===== src/rtl/canv_layer_agu.sv =====
// canv_layer_agu: multi-layer canvas address generator. Produces a VRAM word address, pixel ID and paint flag per layer.
// Latency: paint 1 cycle after dx; addr/pix_id 2 cycles after the dx cycle that requested a VRAM read.
// Backpressure: none; free-running at the pixel clock, one result per layer per cycle.
// Ports: clk_pix/rst_pix pixel clock and sync active-high reset; frame_start/line_start/dx/dy display timing;
//        layer_en plus per-layer config buses (layer L uses slice [L*W +: W]); addr/pix_id/paint per-layer outputs.
module canv_layer_agu #(
  parameter int CORDW    = 16,
  parameter int WORD     = 32,
  parameter int ADDRW    = 20,
  parameter int LAYERS   = 2,
  parameter int BMAP_LAT = 4,
  parameter int PIX_IDW  = $clog2(WORD),
  parameter int SHIFTW   = 3,
  parameter int PADW     = ADDRW + PIX_IDW
) (
  input  logic                        clk_pix,
  input  logic                        rst_pix,
  input  logic                        frame_start,
  input  logic                        line_start,
  input  logic signed [CORDW-1:0]     dx,
  input  logic signed [CORDW-1:0]     dy,
  input  logic [LAYERS-1:0]           layer_en,
  input  logic [LAYERS*ADDRW-1:0]     addr_base,
  input  logic [LAYERS*SHIFTW-1:0]    addr_shift,
  input  logic [LAYERS*PADW-1:0]      stride,
  input  logic [LAYERS*PADW-1:0]      offset,
  input  logic [LAYERS*2*CORDW-1:0]   win_start,
  input  logic [LAYERS*2*CORDW-1:0]   win_end,
  input  logic [LAYERS*2*CORDW-1:0]   scale,
  output logic [LAYERS*ADDRW-1:0]     addr,
  output logic [LAYERS*PIX_IDW-1:0]   pix_id,
  output logic [LAYERS-1:0]           paint
);

  // Horizontal window tests run two bits wider so start-BMAP_LAT and
  // start-1 cannot overflow near the bottom of the coordinate range.
  localparam int CW = CORDW + 2;
  localparam logic signed [CW-1:0] ONE_W = CW'(1);
  localparam logic signed [CW-1:0] LAT_W = CW'(BMAP_LAT);

  logic signed [CW-1:0] dx_w;
  assign dx_w = CW'(dx);

  for (genvar l = 0; l < LAYERS; l++) begin : g_layer
    // Shadow configuration, held constant for a whole frame
    logic                    en_q;
    logic [ADDRW-1:0]        base_q;
    logic [SHIFTW-1:0]       shift_q;
    logic [PADW-1:0]         stride_q;
    logic signed [CORDW-1:0] sx_q, sy_q, ex_q, ey_q;
    logic [CORDW-1:0]        scx_q, scy_q;

    // Stage 1 state
    logic [CORDW-1:0]        cnt_x_q, cnt_x_d, cnt_y_q, cnt_y_d;
    logic [PADW-1:0]         ln_pix_q, ln_pix_d, addr_pix_q, addr_pix_d;
    logic                    paint_q, paint_d, vram_read_q, vram_read_d;

    // Stage 2 state
    logic [ADDRW-1:0]        addr_q, addr_d;
    logic [PIX_IDW-1:0]      pix_id_q, pix_id_d, pix_mask;

    logic signed [CW-1:0]    sx_w, ex_w;
    logic                    win_y;
    logic [CORDW-1:0]        scx_m1, scy_m1;

    assign sx_w  = CW'(sx_q);
    assign ex_w  = CW'(ex_q);
    assign win_y = (dy >= sy_q) && (dy < ey_q);

    // paint is registered, so the test is one pixel early; vram_read runs
    // BMAP_LAT early so fetched data lines up with the paint window.
    assign paint_d     = en_q && win_y && (dx_w >= sx_w - ONE_W) && (dx_w < ex_w - ONE_W);
    assign vram_read_d = en_q && win_y && (dx_w >= sx_w - LAT_W) && (dx_w < ex_w - LAT_W);

    // A scale of 0 behaves as 1
    assign scx_m1 = (scx_q == '0) ? '0 : scx_q - CORDW'(1);
    assign scy_m1 = (scy_q == '0) ? '0 : scy_q - CORDW'(1);

    always_comb begin
      cnt_x_d    = cnt_x_q;
      cnt_y_d    = cnt_y_q;
      ln_pix_d   = ln_pix_q;
      addr_pix_d = addr_pix_q;
      if (frame_start) begin
        // Load from the incoming offset so the new frame scrolls immediately
        cnt_x_d    = '0;
        cnt_y_d    = '0;
        ln_pix_d   = offset[l*PADW +: PADW];
        addr_pix_d = offset[l*PADW +: PADW];
      end else if (en_q && line_start && (dy > sy_q)) begin
        cnt_x_d = '0;
        if (cnt_y_q == scy_m1) begin
          cnt_y_d    = '0;
          ln_pix_d   = ln_pix_q + stride_q;
          addr_pix_d = ln_pix_q + stride_q;
        end else begin
          // Vertical scaling: replay the same canvas line
          cnt_y_d    = cnt_y_q + CORDW'(1);
          addr_pix_d = ln_pix_q;
        end
      end else if (vram_read_q) begin
        if (cnt_x_q == scx_m1) begin
          cnt_x_d    = '0;
          addr_pix_d = addr_pix_q + PADW'(1);
        end else begin
          cnt_x_d = cnt_x_q + CORDW'(1);
        end
      end
    end

    assign pix_mask = PIX_IDW'((32'd1 << shift_q) - 32'd1);
    assign addr_d   = base_q + ADDRW'(addr_pix_q >> shift_q);
    assign pix_id_d = addr_pix_q[PIX_IDW-1:0] & pix_mask;

    always_ff @(posedge clk_pix) begin
      if (rst_pix) begin
        en_q        <= 1'b0;
        base_q      <= '0;
        shift_q     <= '0;
        stride_q    <= '0;
        sx_q        <= '0;
        sy_q        <= '0;
        ex_q        <= '0;
        ey_q        <= '0;
        scx_q       <= '0;
        scy_q       <= '0;
        cnt_x_q     <= '0;
        cnt_y_q     <= '0;
        ln_pix_q    <= '0;
        addr_pix_q  <= '0;
        paint_q     <= 1'b0;
        vram_read_q <= 1'b0;
        addr_q      <= '0;
        pix_id_q    <= '0;
      end else begin
        if (frame_start) begin
          en_q     <= layer_en[l];
          base_q   <= addr_base[l*ADDRW +: ADDRW];
          shift_q  <= addr_shift[l*SHIFTW +: SHIFTW];
          stride_q <= stride[l*PADW +: PADW];
          sx_q     <= win_start[l*2*CORDW +: CORDW];
          sy_q     <= win_start[l*2*CORDW + CORDW +: CORDW];
          ex_q     <= win_end[l*2*CORDW +: CORDW];
          ey_q     <= win_end[l*2*CORDW + CORDW +: CORDW];
          scx_q    <= scale[l*2*CORDW +: CORDW];
          scy_q    <= scale[l*2*CORDW + CORDW +: CORDW];
        end
        cnt_x_q     <= cnt_x_d;
        cnt_y_q     <= cnt_y_d;
        ln_pix_q    <= ln_pix_d;
        addr_pix_q  <= addr_pix_d;
        paint_q     <= paint_d;
        vram_read_q <= vram_read_d;
        addr_q      <= addr_d;
        pix_id_q    <= pix_id_d;
      end
    end

    assign addr[l*ADDRW +: ADDRW]       = addr_q;
    assign pix_id[l*PIX_IDW +: PIX_IDW] = pix_id_q;
    assign paint[l]                     = paint_q;
  end

endmodule


===== config.mk =====
export PLATFORM = sky130hd
export DESIGN_NAME = canv_layer_agu
export DESIGN_NICKNAME = d
export VERILOG_FILES = /design/src/rtl/canv_layer_agu.sv
export SDC_FILE = /design/constraint.sdc
export NUM_CORES = 2
export LEC_CHECK = 0
export ABC_AREA = 1
export CAP_MARGIN = 15
export CORE_ASPECT_RATIO = 0.5
export CORE_MARGIN = 2
export CORE_UTILIZATION = 35
export DETAILED_ROUTE_END_ITERATION = 7
export MAX_ROUTING_LAYER = met4
export PLACE_DENSITY = 0.64
export SYNTH_ARGS = -nofsm -noshare
export SYNTH_HDL_FRONTEND = slang
export SYNTH_SLANG_ARGS = --single-unit

===== constraint.sdc =====
create_clock -name clk_pix -period 10.25 [get_ports clk_pix]
set_clock_uncertainty 0.2 [all_clocks]
set_input_delay 3.075 -clock clk_pix [delete_from_list [all_inputs] [get_ports clk_pix]]
set_output_delay 3.075 -clock clk_pix [all_outputs]
set_load 0.03 [all_outputs]

==> results.yml <==
timing:
  max_freq_mhz: 157
  min_period_ps: 6390
  finalMaxSlewViolations: 0
  grt_setup_unrepaired: "no"
  fin_ws_ps: 3860
  relSlewSlack_pct: 36.1
  final_hold_viol_count: 0
  tightest_slew_ps: 958
  setup_viol: 0
  setup_tns_ps: 0
  fin_crit_sh_pct: 62.3
synth:
  ys_warn_count: 0
  synth_ff_type: "dfxtp_1"
  synth.top_cells.by_area: "dfxtp_1 28%, nand2_1 12%, ha_1 11%, o21ai_0 7.1%, nor2_1 7.0%"
  yosys.area.top_type: "dfxtp_1"
  avgSynthCellArea_sq_um: 6.56
  synth_top_cell_area_share_pct: 28.2
  syn-instance-count: 5509
  yosysSeqAreaShare_pct: 28.2
  syn_area_sq_um: 36100
  synth_fp_nets: 6193
  synth_edf_count: 0
  ys_seq_elements: 508
  ys_types: 57
  async_flop_share_pct: 0
worst_setup_path:
  end_kind: "register"
  cp.required_ps: 10590
  crit_type: "in -> reg"
  critPathLaunchType: "input pin"
  path_max_fanout: 37
  cp_data_arrival_time_ps: 6730
layout:
  nets: 6494
  utilization_pct: 42.1
  drive_above_1_share_pct: 2.89
  area_growth_pct: 19.5
flow_run:
  maxCapViolations: 0
clocking:
  cts_hold_buffers: 0
  clk_pin_slew_ps: 70
  clock_sinks: 508
  cts_max_path_buffers: 3
  clkLatencyLatePin_ps: 650
  tritoncts: "built"
  cts_resized: 0
  post-cts-setup-buffers: 0
  htree_num_levels: 2
  cts_made_buffers: 54
  ctsRootBufferMaster: "clkbuf_16"
power:
  power.total_mw: 5.73
  ir_drop_uv: 112
  power_density_nw_per_um2: 133
  total_leakage_power_nw: 19.1
floorplanning:
  die_height_um: 231
  dieWidth_um: 458
  core.rowCount: 83
  io_pins: 428
  initial_core_util_pct: 35.2
  die-area_sq_um: 106000
  core_sq_um: 103000
detailed_routing:
  drt_first_pass_iters: 6
  viasPerCell: 5.07
  drt_first_iter_violations: 2746
  wl_mm: 123
  wl_per_cell_um: 17.0
  num_vias: 36600
  route.detailed.drc: 0
  ant_nets: 0
global_routing:
  grt_pass1_wl_mm: 192
  grt.overflow.total: 0
  busiest_layer: "met2"
  grt_start_max_net_pins: 195
  grtUsageMet2_pct: 37.4
  met1_usage_pct: 30.4
  grt_pass1_vias: 34200
  track_usage_pct: 23.3
  antenna_found_initial: 17
  met3_usage_pct: 3.15
placed_design:
  globalplace.congestion: 0.970
  post-place-ws_ps: 3230
  port_buffers: 427
  dpl.hpwl_mm: 96.1
outcome:
  status: "finished clean"
worst_hold_path:
  hold_class: "reg -> reg"
path summary, 6_finish.rpt:
check | startpoint | endpoint | slack, ps | depth (start not counted)
min reg2reg | g_layer[1].sy_q[12]$_SDFFE_PP0P_ | g_layer[1].sy_q[12]$_SDFFE_PP0P_ | 260 | 2
max | dy[11] | g_layer[0].addr_pix_q[5]$_SDFFE_PP0P_ | 3860 | 16
min | g_layer[1].sy_q[12]$_SDFFE_PP0P_ | g_layer[1].sy_q[12]$_SDFFE_PP0P_ | 260 | 2
max reg2reg | g_layer[1].shift_q[1]$_SDFFE_PP0P_ | g_layer[1].addr_q[16]$_SDFF_PP0_ | 5870 | 13
routing by layer:
layer | vias to the layer above | wire length [um]
li1 | 18900 | -
met1 | 16700 | 57100
met2 | 852 | 56200
met3 | 179 | 6110
met4 | 0 | 3390
met5 | - | 0
cell type report:
| type | instances | area [sq um] |
|---|---|---|
| fill | 10800 | 59300 |
| sequential | 508 | 10200 |
| tap | 1360 | 1700 |
| clock buffer | 71 | 1520 |
| antenna | 17 | 42.5 |
| multi-input combinational | 4166 | 22700 |
| timing repair buffer | 441 | 4400 |
| inverter | 639 | 2410 |
| clock inverter | 24 | 243 |
sequential cells by signal, indices dropped and copies added (netlist names):
signal and cells:
g_layer.paint_q 2, g_layer.ex_q 32, g_layer.scx_q 32, g_layer.pix_id_q 10, g_layer.ln_pix_q 50, g_layer.addr_pix_q 50, g_layer.scy_q 32, g_layer.en_q 2
g_layer.cnt_x_q 32, g_layer.cnt_y_q 32, g_layer.ey_q 32, g_layer.base_q 40, g_layer.addr_q 40, g_layer.stride_q 50, g_layer.sy_q 32, g_layer.vram_read_q 2
g_layer.shift_q 6, g_layer.sx_q 32
report_power, final:
part	leakage, nW	switching, mW	internal [mW]
Clock	0.868	0.917	1.12
Sequential	4.19	0.112	2.10
Combinational	14.0	0.897	0.582
Total	19.1	1.93	3.80
layout by cell type (no fill, tap or decap), types with 11 or more instances in the layout:
master | Yosys | layout
a21o_1 | 12 | 12
a21oi_1 | 439 | 439
a31oi_1 | 64 | 64
buf_4 | 14 | 13
clkbuf_16 | 0 | 55
clkdlybuf4s50_1 | 0 | 425
clkinv_2 | 0 | 11
dfxtp_1 | 508 | 508
diode_2 | 0 | 17
ha_1 | 304 | 304
inv_1 | 633 | 632
mux2i_1 | 23 | 23
nand2_1 | 1120 | 1120
nand2_2 | 12 | 12
nand3_1 | 391 | 391
nand3b_1 | 13 | 13
nand4_1 | 90 | 90
nor2_1 | 672 | 672
nor2_2 | 18 | 18
nor3_1 | 111 | 111
nor4_1 | 20 | 20
o211ai_1 | 19 | 19
o21a_1 | 12 | 12
o21ai_0 | 513 | 513
o21bai_1 | 12 | 12
o31ai_1 | 14 | 14
xnor2_1 | 45 | 45
xor2_1 | 170 | 170
cells in the mapped netlist, drive strengths merged (2+ instances only):
master / instances
and2: 2
inv: 637
fa: 4
nand3b: 13
buf: 49
a41oi: 2
o21bai: 12
a31oi: 64
a21o: 12
nand2: 1137
xnor2: 45
o22ai: 3
ha: 304
o21ai: 517
a21boi: 6
o21a: 12
nor3: 111
a21oi: 439
nor2: 701
o221ai: 2
a211oi: 7
a221oi: 4
nand4: 91
clkinv: 2
o211ai: 19
o31ai: 14
dfxtp: 508
o2111ai: 7
nor3b: 10
nand3: 399
a32oi: 2
nor4: 20
or2: 5
xor2: 171
mux2i: 23
and3: 2
clkbuf: 147
o311ai: 2
cell families after synthesis:
logic type | share of synthesized area, %
DFF | 28.2
AOI/OAI and AO/OA | 16.6
muxes | 0.637
xor gates and xnor gates | 5.26
adders and majority gates | 10.8
buffers and inverters | 9.10
and+or+nand+nor | 29.5
worst max-delay path, stage by stage:
cell and delay, ps:
clkdlybuf4s50_1 520, ha_1 350, nand2_1 70, nor3_1 160
nand4_1 160, nor3_1 250, nor2_1 70, nand3_1 90
buf_4 240, nand2_1 340, inv_2 620, nand2_2 130
nand2_4 270, nor2_2 180, nand2_1 140, nand2_1 60
per-stage QoR:
step	hold slack, ps	instance area (sq um)	cells
2_1_floorplan	237	36100	5509
3_3_place_gp	255	41400	7114
3_5_place_dp	257	41400	7114
4_1_cts	267	43100	7209
5_1_grt	281	43200	7226
6_report	263	43200	7226
No activity file was read; power rests on OpenSTA's default activity.
